### src/rtl/accel_issue_throttle.sv
// accel_issue_throttle: caps in-flight accelerator requests, latches errors, and raises a sticky done.
// Optional ACCEL_THROTTLE_STATS_EN adds stall and response counters.
package accel_issue_throttle_pkg;
    typedef struct packed {
        logic [31:0] insn;
        logic [63:0] rs1;
    } accel_req_t;
    typedef struct packed {
        logic        error;
        logic [63:0] result;
    } accel_resp_t;
endpackage

module accel_issue_throttle #(
    parameter int unsigned MaxOutstanding = 4,
    parameter int unsigned CntW = $clog2(MaxOutstanding + 1),
    parameter type req_t = accel_issue_throttle_pkg::accel_req_t,
    parameter type resp_t = accel_issue_throttle_pkg::accel_resp_t
) (
    input  logic            clk_i,
    input  logic            rst_i,
    input  req_t            s_req_i,
    input  logic            s_req_valid_i,
    output logic            s_req_ready_o,
    output req_t            m_req_o,
    output logic            m_req_valid_o,
    input  logic            m_req_ready_i,
    input  resp_t           m_resp_i,
    input  logic            m_resp_valid_i,
    output logic            m_resp_ready_o,
    output resp_t           s_resp_o,
    output logic            s_resp_valid_o,
    input  logic            eos_i,
    input  logic            ara_idle_i,
    output logic [CntW-1:0] outstanding_o,
`ifdef ACCEL_THROTTLE_STATS_EN
    output logic [31:0]     stall_cycles_o,
    output logic [31:0]     resp_cnt_o,
`endif
    output logic            err_o,
    output logic            done_o
);
    typedef enum logic [1:0] {RUN, DRAIN, DONE} state_e;

    state_e          state_q, state_d;
    logic [CntW-1:0] cnt_q, cnt_d;
    logic            err_q, err_d;
    logic            full, inc, dec;

    assign full           = cnt_q == CntW'(MaxOutstanding);
    assign m_req_o        = s_req_i;
    assign m_req_valid_o  = s_req_valid_i & ~full & ~done_o;
    assign s_req_ready_o  = m_req_ready_i & ~full & ~done_o;
    assign m_resp_ready_o = 1'b1;
    assign s_resp_o       = m_resp_i;
    assign s_resp_valid_o = m_resp_valid_i;
    assign inc            = m_req_valid_o & m_req_ready_i;
    assign dec            = m_resp_valid_i;
    assign outstanding_o  = cnt_q;
    assign err_o          = err_q;

    // A response with nothing in flight is a protocol error; the count floors at zero.
    always_comb begin
        cnt_d = (inc & ~dec) ? cnt_q + CntW'(1) :
                (dec & ~inc & cnt_q != '0) ? cnt_q - CntW'(1) : cnt_q;
        err_d = err_q | (dec & ~inc & cnt_q == '0) | (dec & m_resp_i.error);
    end

    always_ff @(posedge clk_i or posedge rst_i) begin
        if (rst_i) begin
            state_q <= RUN;
            cnt_q   <= '0;
            err_q   <= 1'b0;
        end else begin
            state_q <= state_d;
            cnt_q   <= cnt_d;
            err_q   <= err_d;
        end
    end

    always_comb begin
        state_d = state_q;
        case (state_q)
            RUN:     state_d = eos_i ? DRAIN : RUN;
            DRAIN:   state_d = ~eos_i ? RUN :
                               (cnt_q == '0 & ara_idle_i & ~inc & ~dec) ? DONE : DRAIN;
            default: state_d = DONE;
        endcase
    end

    always_comb begin
        done_o = state_q == DONE;
    end

`ifdef ACCEL_THROTTLE_STATS_EN
    logic [31:0] stall_q, stall_d, resp_q, resp_d;

    always_comb begin
        stall_d = stall_q + {31'd0, s_req_valid_i & full & ~done_o & ~&stall_q};
        resp_d  = resp_q + {31'd0, m_resp_valid_i & ~&resp_q};
    end

    always_ff @(posedge clk_i or posedge rst_i) begin
        if (rst_i) begin
            stall_q <= '0;
            resp_q  <= '0;
        end else begin
            stall_q <= stall_d;
            resp_q  <= resp_d;
        end
    end

    assign stall_cycles_o = stall_q;
    assign resp_cnt_o     = resp_q;
`endif
endmodule

### config.mk
export PLATFORM = sky130hd
export DESIGN_NAME = accel_issue_throttle
export DESIGN_NICKNAME = d
export VERILOG_FILES = /design/src/rtl/accel_issue_throttle.sv
export SDC_FILE = /design/constraint.sdc
export NUM_CORES = 1
export LEC_CHECK = 0
export ABC_AREA = 1
export CAP_MARGIN = 5
export CORE_AREA = 2 2 130 132
export DETAILED_ROUTE_END_ITERATION = 10
export DIE_AREA = 0 0 132 134
export PLACE_DENSITY = 0.55
export SLEW_MARGIN = 40
export SYNTH_ARGS = -nofsm -noshare
export SYNTH_HDL_FRONTEND = slang
export SYNTH_SLANG_ARGS = --single-unit
### constraint.sdc
create_clock -name clk_i -period 1.6 [get_ports clk_i]
set_clock_uncertainty 0.1 [all_clocks]
set_input_delay 0.16 -clock clk_i [delete_from_list [all_inputs] [get_ports clk_i]]
set_output_delay 0.16 -clock clk_i [all_outputs]
set_load 0.05 [all_outputs]
==> reports/results.ini, run 1 <==
[grt]
grtUsageMet2=0.0787
use_met1=0.0190
antenna_found_initial=0
grt_pass1_vias=819
use_met3=0.0650
grt_max_degree=7
gr-total-overflow=0
grtUsageTotal=0.0513
grt_pass1_wl_um=6080
top_usage_layer=met2

[power_and_ir_drop]
p_seq_frac=0.163
switching_share=0.397
comb_power_share=0.543
p_per_area_mw_per_mm2=1310
p_leak_nw=0.386
p_sw_w=0.000562
p_int_w=0.000854
p_clk_frac=0.294
ir_drop_v=0.000510

[sta]
timing.final.crit_share=0.959
rsz0062_at_grt=true
hold_violations=0
layout_min_cycle_time_ns=1.53
maxSlewViolCount=0
finalSetupTns_ns=0
finalSetupViolCount=0
fmax_mhz=652
finalWorstSetupSlack_ns=0.0663

[placed_design]
routabilityCongestion=0.758
hpwlAfterDp_um=4110
pre_cts_slack_ns=-0.211
dp.cells=292
io_buffers=16

[cts]
path_clk_slew_ns=0.03
cts_max_level=1
cts_root_buf=clkbuf_16
tritoncts=yes
clk-insertion-delay-late_ns=0.23
clock_tree.buffer_depth=2
cts_buffers=3
clock-sinks=6

[floorplanning]
die_height_um=134
io_pins=338
die_w_um=132
die-area_mm2=0.0177
initial_core_util=0.0986
core-area_mm2=0.0163
rows=47

[logic_synthesis]
ys_seq_elements=6
syn-cell-area_mm2=0.00161
ys_warn_count=0
synthDistinctLibCells=17
ys_seq_area_frac=0.0935
syn_avg_cell_area_um2=7.58
synthCells=212
synth_fp_nets=381

[finish]
drive_above_1_share=0.513
final_net_count=248
layout-area-overhead-vs-synth_pct=-32.5
finish.cell_count_without_fillers=298
antenna_cells=0

[setup_path]
cp-start-kind=register
critPathArrivalTime_ns=1.60
max_stage_delay_ns=0.38
critPathLaunch=state_q[0]$_DFF_PP0_
crit_buf_inv=2
cp_max_fo=2
critPathCaptureType=register
crit_type=register to register
crit_top_cell=nand2_1
cp.required_ns=1.66
timing.reg2reg.setup_slack_ns=0.07
path_cells=inv_2 -> a21oi_4 -> nand4_4 -> fa_2 -> inv_1 -> nand2_2 -> nand2_1 -> nand2_1 -> nand2_1
crit_family=adder cells
regToRegStartpoint=state_q[0]$_DFF_PP0_
crit_slowest_cell=fa_2

[detailed_routing]
wirelength_um=4860
ant_nets=0
drc=0
drt_iter0_drc=46
routed_via_density=2.36
firstDrtPassIters=3
vias=703
wl_per_cell_um=16.3

[outcome]
outcome=completed

[hold_path]
hp-class=input pin to asynchronous set/reset pin

[run]
maxCapViolations=0

-- worst paths after layout --
check	to	depth (start not counted)
min in group clk_i	m_req_o[2]	0
worst max register to register	outstanding_o[2]$_DFFE_PP0P_	9
max in group asynchronous	outstanding_o[2]$_DFFE_PP0P_	2
worst min-delay path	err_o$_DFF_PP0_	2
worst max-delay path	outstanding_o[2]$_DFFE_PP0P_	9
worst min register to register	err_o$_DFF_PP0_	1
-- metrics by stage --
| step | hold slack, ns | cell area (um^2) | utilization | total power (W) |
|---|---|---|---|---|
| after global placement | 0.220 | 978 | 0.0601 | 0.000989 |
| after CTS | 0.169 | 1060 | 0.0649 | 0.00143 |
| after global routing | 0.172 | 1080 | 0.0666 | 0.00152 |
| final | 0.121 | 1080 | 0.0666 | 0.00142 |
| after detailed placement | 0.220 | 978 | 0.0601 | 0.00100 |
| after floorplan | -0.149 | 1640 | - | 0.00171 |
-- worst reg2reg max path, cell delays in order, from the launching register on --
cell,delay [ns]
dfrtp_1,0.36
inv_2,0.06
a21oi_4,0.17
nand4_4,0.10
fa_2,0.38
inv_1,0.08
nand2_2,0.06
nand2_1,0.05
nand2_1,0.05
nand2_1,0.05
-- metal layers --
metal	wire [um]	vias to the layer above	part of all wire
met2	2210	171	0.45
met4	533	2	0.11
met1	642	255	0.13
met5	49	-	0.010
met3	1420	68	0.29
li1	-	207	-
-- cell usage after synthesis, drive strengths merged --
master	instances	area, um^2
a21oi	3	26.3
buf	163	1220
conb	1	3.75
dfrtp	6	150
fa	1	20.0
inv	9	33.8
nand2	14	55.1
nand3	6	40.0
nand4	1	12.5
nor2	5	18.8
nor3	1	10.0
o21ai	1	5.00
o21bai	1	7.51
-- flip-flops by register name, indices dropped and copies added, names as in the netlist --
| signal | count |
|---|---|
| outstanding_o | 3 |
| state_q | 2 |
| err_o | 1 |
-- cells in the final DEF (no fill, tap or decap) --
master	count
nand3_1	3
nor3_2	1
inv_2	3
nor2_2	3
nor2_1	2
buf_4	10
a21oi_4	1
clkdlybuf4s50_1	6
nand2_1	11
dfrtp_1	3
nand3_4	1
clkbuf_1	1
dfrtp_2	3
inv_1	6
nand2_2	3
nand3_2	2
nand4_4	1
o21ai_1	1
clkbuf_16	3
buf_12	8
fa_2	1
conb_1	1
dlymetal6s2s_1	1
a21oi_1	2
o21bai_1	1
-- cell type report --
| class | count | area, um^2 |
|---|---|---|
| sequential | 6 | 154 |
| inverter | 9 | 33.8 |
| tap | 220 | 275 |
| clock buffer | 4 | 78.8 |
| multi-input combinational | 34 | 235 |
| fill | 1922 | 15200 |
| timing repair buffer | 25 | 308 |
-- power groups by stage --
stage | combinational (W) | clock, W | sequential, W
floorplan | 0.00131 | 0 | 0.000401
global placement | 0.000757 | 0 | 0.000232
detailed placement | 0.000770 | 0 | 0.000231
CTS | 0.000772 | 0.000423 | 0.000232
global route | 0.000844 | 0.000441 | 0.000236
finish | 0.000769 | 0.000416 | 0.000231
-- cells by family (layout without fill, tap and decap cells) --
kind of cell    count (synthesis)  in the layout  synth area share
flops                           6              6            0.0935
fa+ha+maj                       1              1            0.0125
simple gates                   27             27            0.0849
compound gates                  5              5            0.0241
buf+inv                       172             38             0.783
other cells                     1              1           0.00233
-- what timing repair did --
action                     4_1_cts  5_1_grt
hold buffers                     0        0
buffers inserted                 0        2
resized for setup                0        5
setup endpoints to repair        0        2
Note: power is estimated with default switching activity, not from simulation.
==> inputs of run 2 (changes only) <==
==> constraint.sdc (replaced) <==
create_clock -name clk_i -period 1.6 [get_ports clk_i]
set_clock_uncertainty 0.1 [all_clocks]
set_input_delay 0.32 -clock clk_i [delete_from_list [all_inputs] [get_ports clk_i]]
set_output_delay 0.32 -clock clk_i [all_outputs]
set_load 0.05 [all_outputs]
==> run 2 against run 1 <==
Against the previous run:
- critical path depth shrank 4
- utilization is essentially flat
- critical path type unchanged
- largest power group unchanged
- count of clock-buffer cells in the layout unchanged
- register-to-register slack about the same
- via count shrank 6.4%
- global-route usage down 0.35 points
- combinational power shrank 2%
- fmax fell by 0.79%
- worst hold slack better by 0.10 ns
- non-clock buffer count decreased by 1
- cell count is 0.34% lower
- worst setup slack lost 0.012 ns
==> reports/results.ini, run 2 (synthesized netlist as in run 1, its figures left out) <==
[finish]
drive_above_1_share=0.532  ; was 0.513
fillers=1911  ; was 1922
layout-area-overhead-vs-synth_pct=-32.2  ; was -32.5%
final_util=0.0669  ; was 0.0666
finish.cell_count_without_fillers=297  ; was 298
antenna_cells=0  ; unchanged
largest_register_ff_count=3  ; unchanged
final_net_count=247  ; was 248
layout_common_cells=nand2_1, buf_12, buf_4  ; was nand2_1, buf_4, buf_12
final_area_mm2=0.00109  ; was 0.00108 mm^2
mostFrequentLayoutCell=nand2_1  ; unchanged

[setup_path]
rr_endpoint=outstanding_o[1]$_DFFE_PP0P_  ; was outstanding_o[2]$_DFFE_PP0P_
regToRegStartpoint=state_q[1]$_DFF_PP0_  ; was state_q[0]$_DFF_PP0_
cp.required_ns=1.65  ; was 1.66 ns
r2r_cells=5  ; was 9
critPathCaptureType=register  ; unchanged
cp-start-kind=register  ; unchanged
crit_type=register to register  ; unchanged
timing.reg2reg.setup_slack_ns=0.05  ; was 0.07 ns
critPathArrivalTime_ns=1.60  ; about the same
cp_max_fo=2  ; unchanged

[sta]
finalSetupViolCount=0  ; unchanged
maxSlewViolCount=0  ; unchanged
rsz0062_at_grt=true  ; unchanged
hold_violations=0  ; unchanged
layout_min_cycle_time_ns=1.55  ; was 1.53 ns
finalWorstSetupSlack_ns=0.0540  ; was 0.0663 ns
timing.final.crit_share=0.966  ; was 0.959
fmax_mhz=647  ; was 652 MHz

[power_and_ir_drop]
p_leak_nw=0.385  ; was 0.386 nW
ir_drop_v=0.000508  ; was 0.000510 V
p_per_area_mw_per_mm2=1280  ; was 1310 mW/mm^2
design_power_total_w=0.00140  ; was 0.00142 W

[detailed_routing]
firstDrtPassIters=4  ; was 3
drc=0  ; unchanged
routed_via_density=2.22  ; was 2.36
drt_iter0_drc=27  ; was 46
wirelength_um=4310  ; was 4860 um
vias=658  ; was 703
ant_nets=0  ; unchanged
wl_per_cell_um=14.5  ; was 16.3 um

[cts]
clk-insertion-delay-late_ns=0.23  ; about the same
tritoncts=yes  ; unchanged
cts_buffers=3  ; unchanged
cts_root_buf=clkbuf_16  ; unchanged
clock_tree.buffer_depth=2  ; unchanged
path_clk_slew_ns=0.04  ; was 0.03 ns
clock-sinks=6  ; unchanged
cts_max_level=1  ; unchanged

[placed_design]
pre_cts_slack_ns=-0.339  ; was -0.211 ns
hpwlAfterDp_um=3740  ; was 4110 um
routabilityCongestion=0.696  ; was 0.758
dp.cells=293  ; was 292
place_area_um2=998  ; was 978 um^2
io_buffers=16  ; unchanged

[floorplanning]
initial_core_util=0.0986  ; unchanged
rows=47  ; unchanged
io_pins=338  ; unchanged
die_height_um=134  ; unchanged
die-area_mm2=0.0177  ; unchanged
core-area_mm2=0.0163  ; unchanged
die_w_um=132  ; unchanged

[hold_path]
hp-class=input pin to asynchronous set/reset pin  ; unchanged

[grt]
antenna_found_initial=0  ; unchanged
gr-total-overflow=0  ; unchanged
grt_pass1_wl_um=5440  ; was 6080 um
grt_max_degree=7  ; unchanged
grtUsageTotal=0.0478  ; was 0.0513
grt_pass1_vias=743  ; was 819

[outcome]
outcome=completed  ; unchanged

[run]
maxCapViolations=0  ; unchanged

[run 2: cell count changes in the layout (fill, tap and decap cells not counted)]
cell             before  now
buf_12                8    9
buf_4                10    8
clkdlybuf4s50_1       6    4
dlygate4sd2_1         0    2
inv_1                 6    2
inv_2                 3    7
nand2_1              11   12
nand2_2               3    2
nand3_1               3    4
nand3_2               2    1
nor2_2                3    1
nor2_4                0    2
[run 2: area by class of cell]
type,count,area (um^2),share of cell area
Clock buffer,4,78.8,0.0723
Inverter,9,33.8,0.0310
Multi-Input combinational cell,34,238,0.218
Sequential cell,6,154,0.141
Tap cell,220,275,0.253
Timing Repair Buffer,24,310,0.285
[run 2: worst max-delay path: stages, from the launching register on]
cell and delay, ns:
dfrtp_1 0.42, a21oi_4 0.20, nand4_4 0.10, fa_2 0.54
nand2_2 0.05, o21ai_1 0.07
[run 2: metal layers]
metal  GRT usage  vias up  share of wire  routed length (um)
li1            -      205              -                   -
met1      0.0210      236           0.16                 684
met2      0.0576      141           0.40                1730
met3      0.0658       74           0.29                1240
met4      0.0761        2           0.14                 616
met5      0.0167        -         0.0088                  38
[run 2: worst max path at each step]
stage / startpoint / to / depth (start not counted) / slack [ns]
2_1_floorplan: outstanding_o[1]$_DFFE_PP0P_ / outstanding_o[1]$_DFFE_PP0P_ / 6 / -0.06
3_3_place_gp: s_req_valid_i / outstanding_o[1]$_DFFE_PP0P_ / 7 / -0.30
3_5_place_dp: s_req_valid_i / outstanding_o[1]$_DFFE_PP0P_ / 7 / -0.34
4_1_cts: state_q[1]$_DFF_PP0_ / s_req_ready_o / 4 / 0.01
5_1_grt: state_q[1]$_DFF_PP0_ / outstanding_o[1]$_DFFE_PP0P_ / 5 / -0.02
6_report: state_q[1]$_DFF_PP0_ / outstanding_o[1]$_DFFE_PP0P_ / 5 / 0.05
[run 2: what timing repair did]
action                                  4_1_cts  5_1_grt
hold buffers                                  0        0
resized for setup                             5        6
endpoints found under the setup margin        4        4
setup buffers                                 0        0
gates cloned                                  0        0
[run 2: stage by stage]
stage,hold WS (ns),TNS [ns]
final,0.226,0
after global routing,0.283,-0.0308
after CTS,0.243,0
after detailed placement,0.438,-1.13
after global placement,0.426,-1.01
after floorplan,0.0108,-0.179
[run 2: power breakdown]
group          switching [W]  internal, W
registers          0.0000298     0.000200
logic               0.000437     0.000320
clock network      0.0000831     0.000330
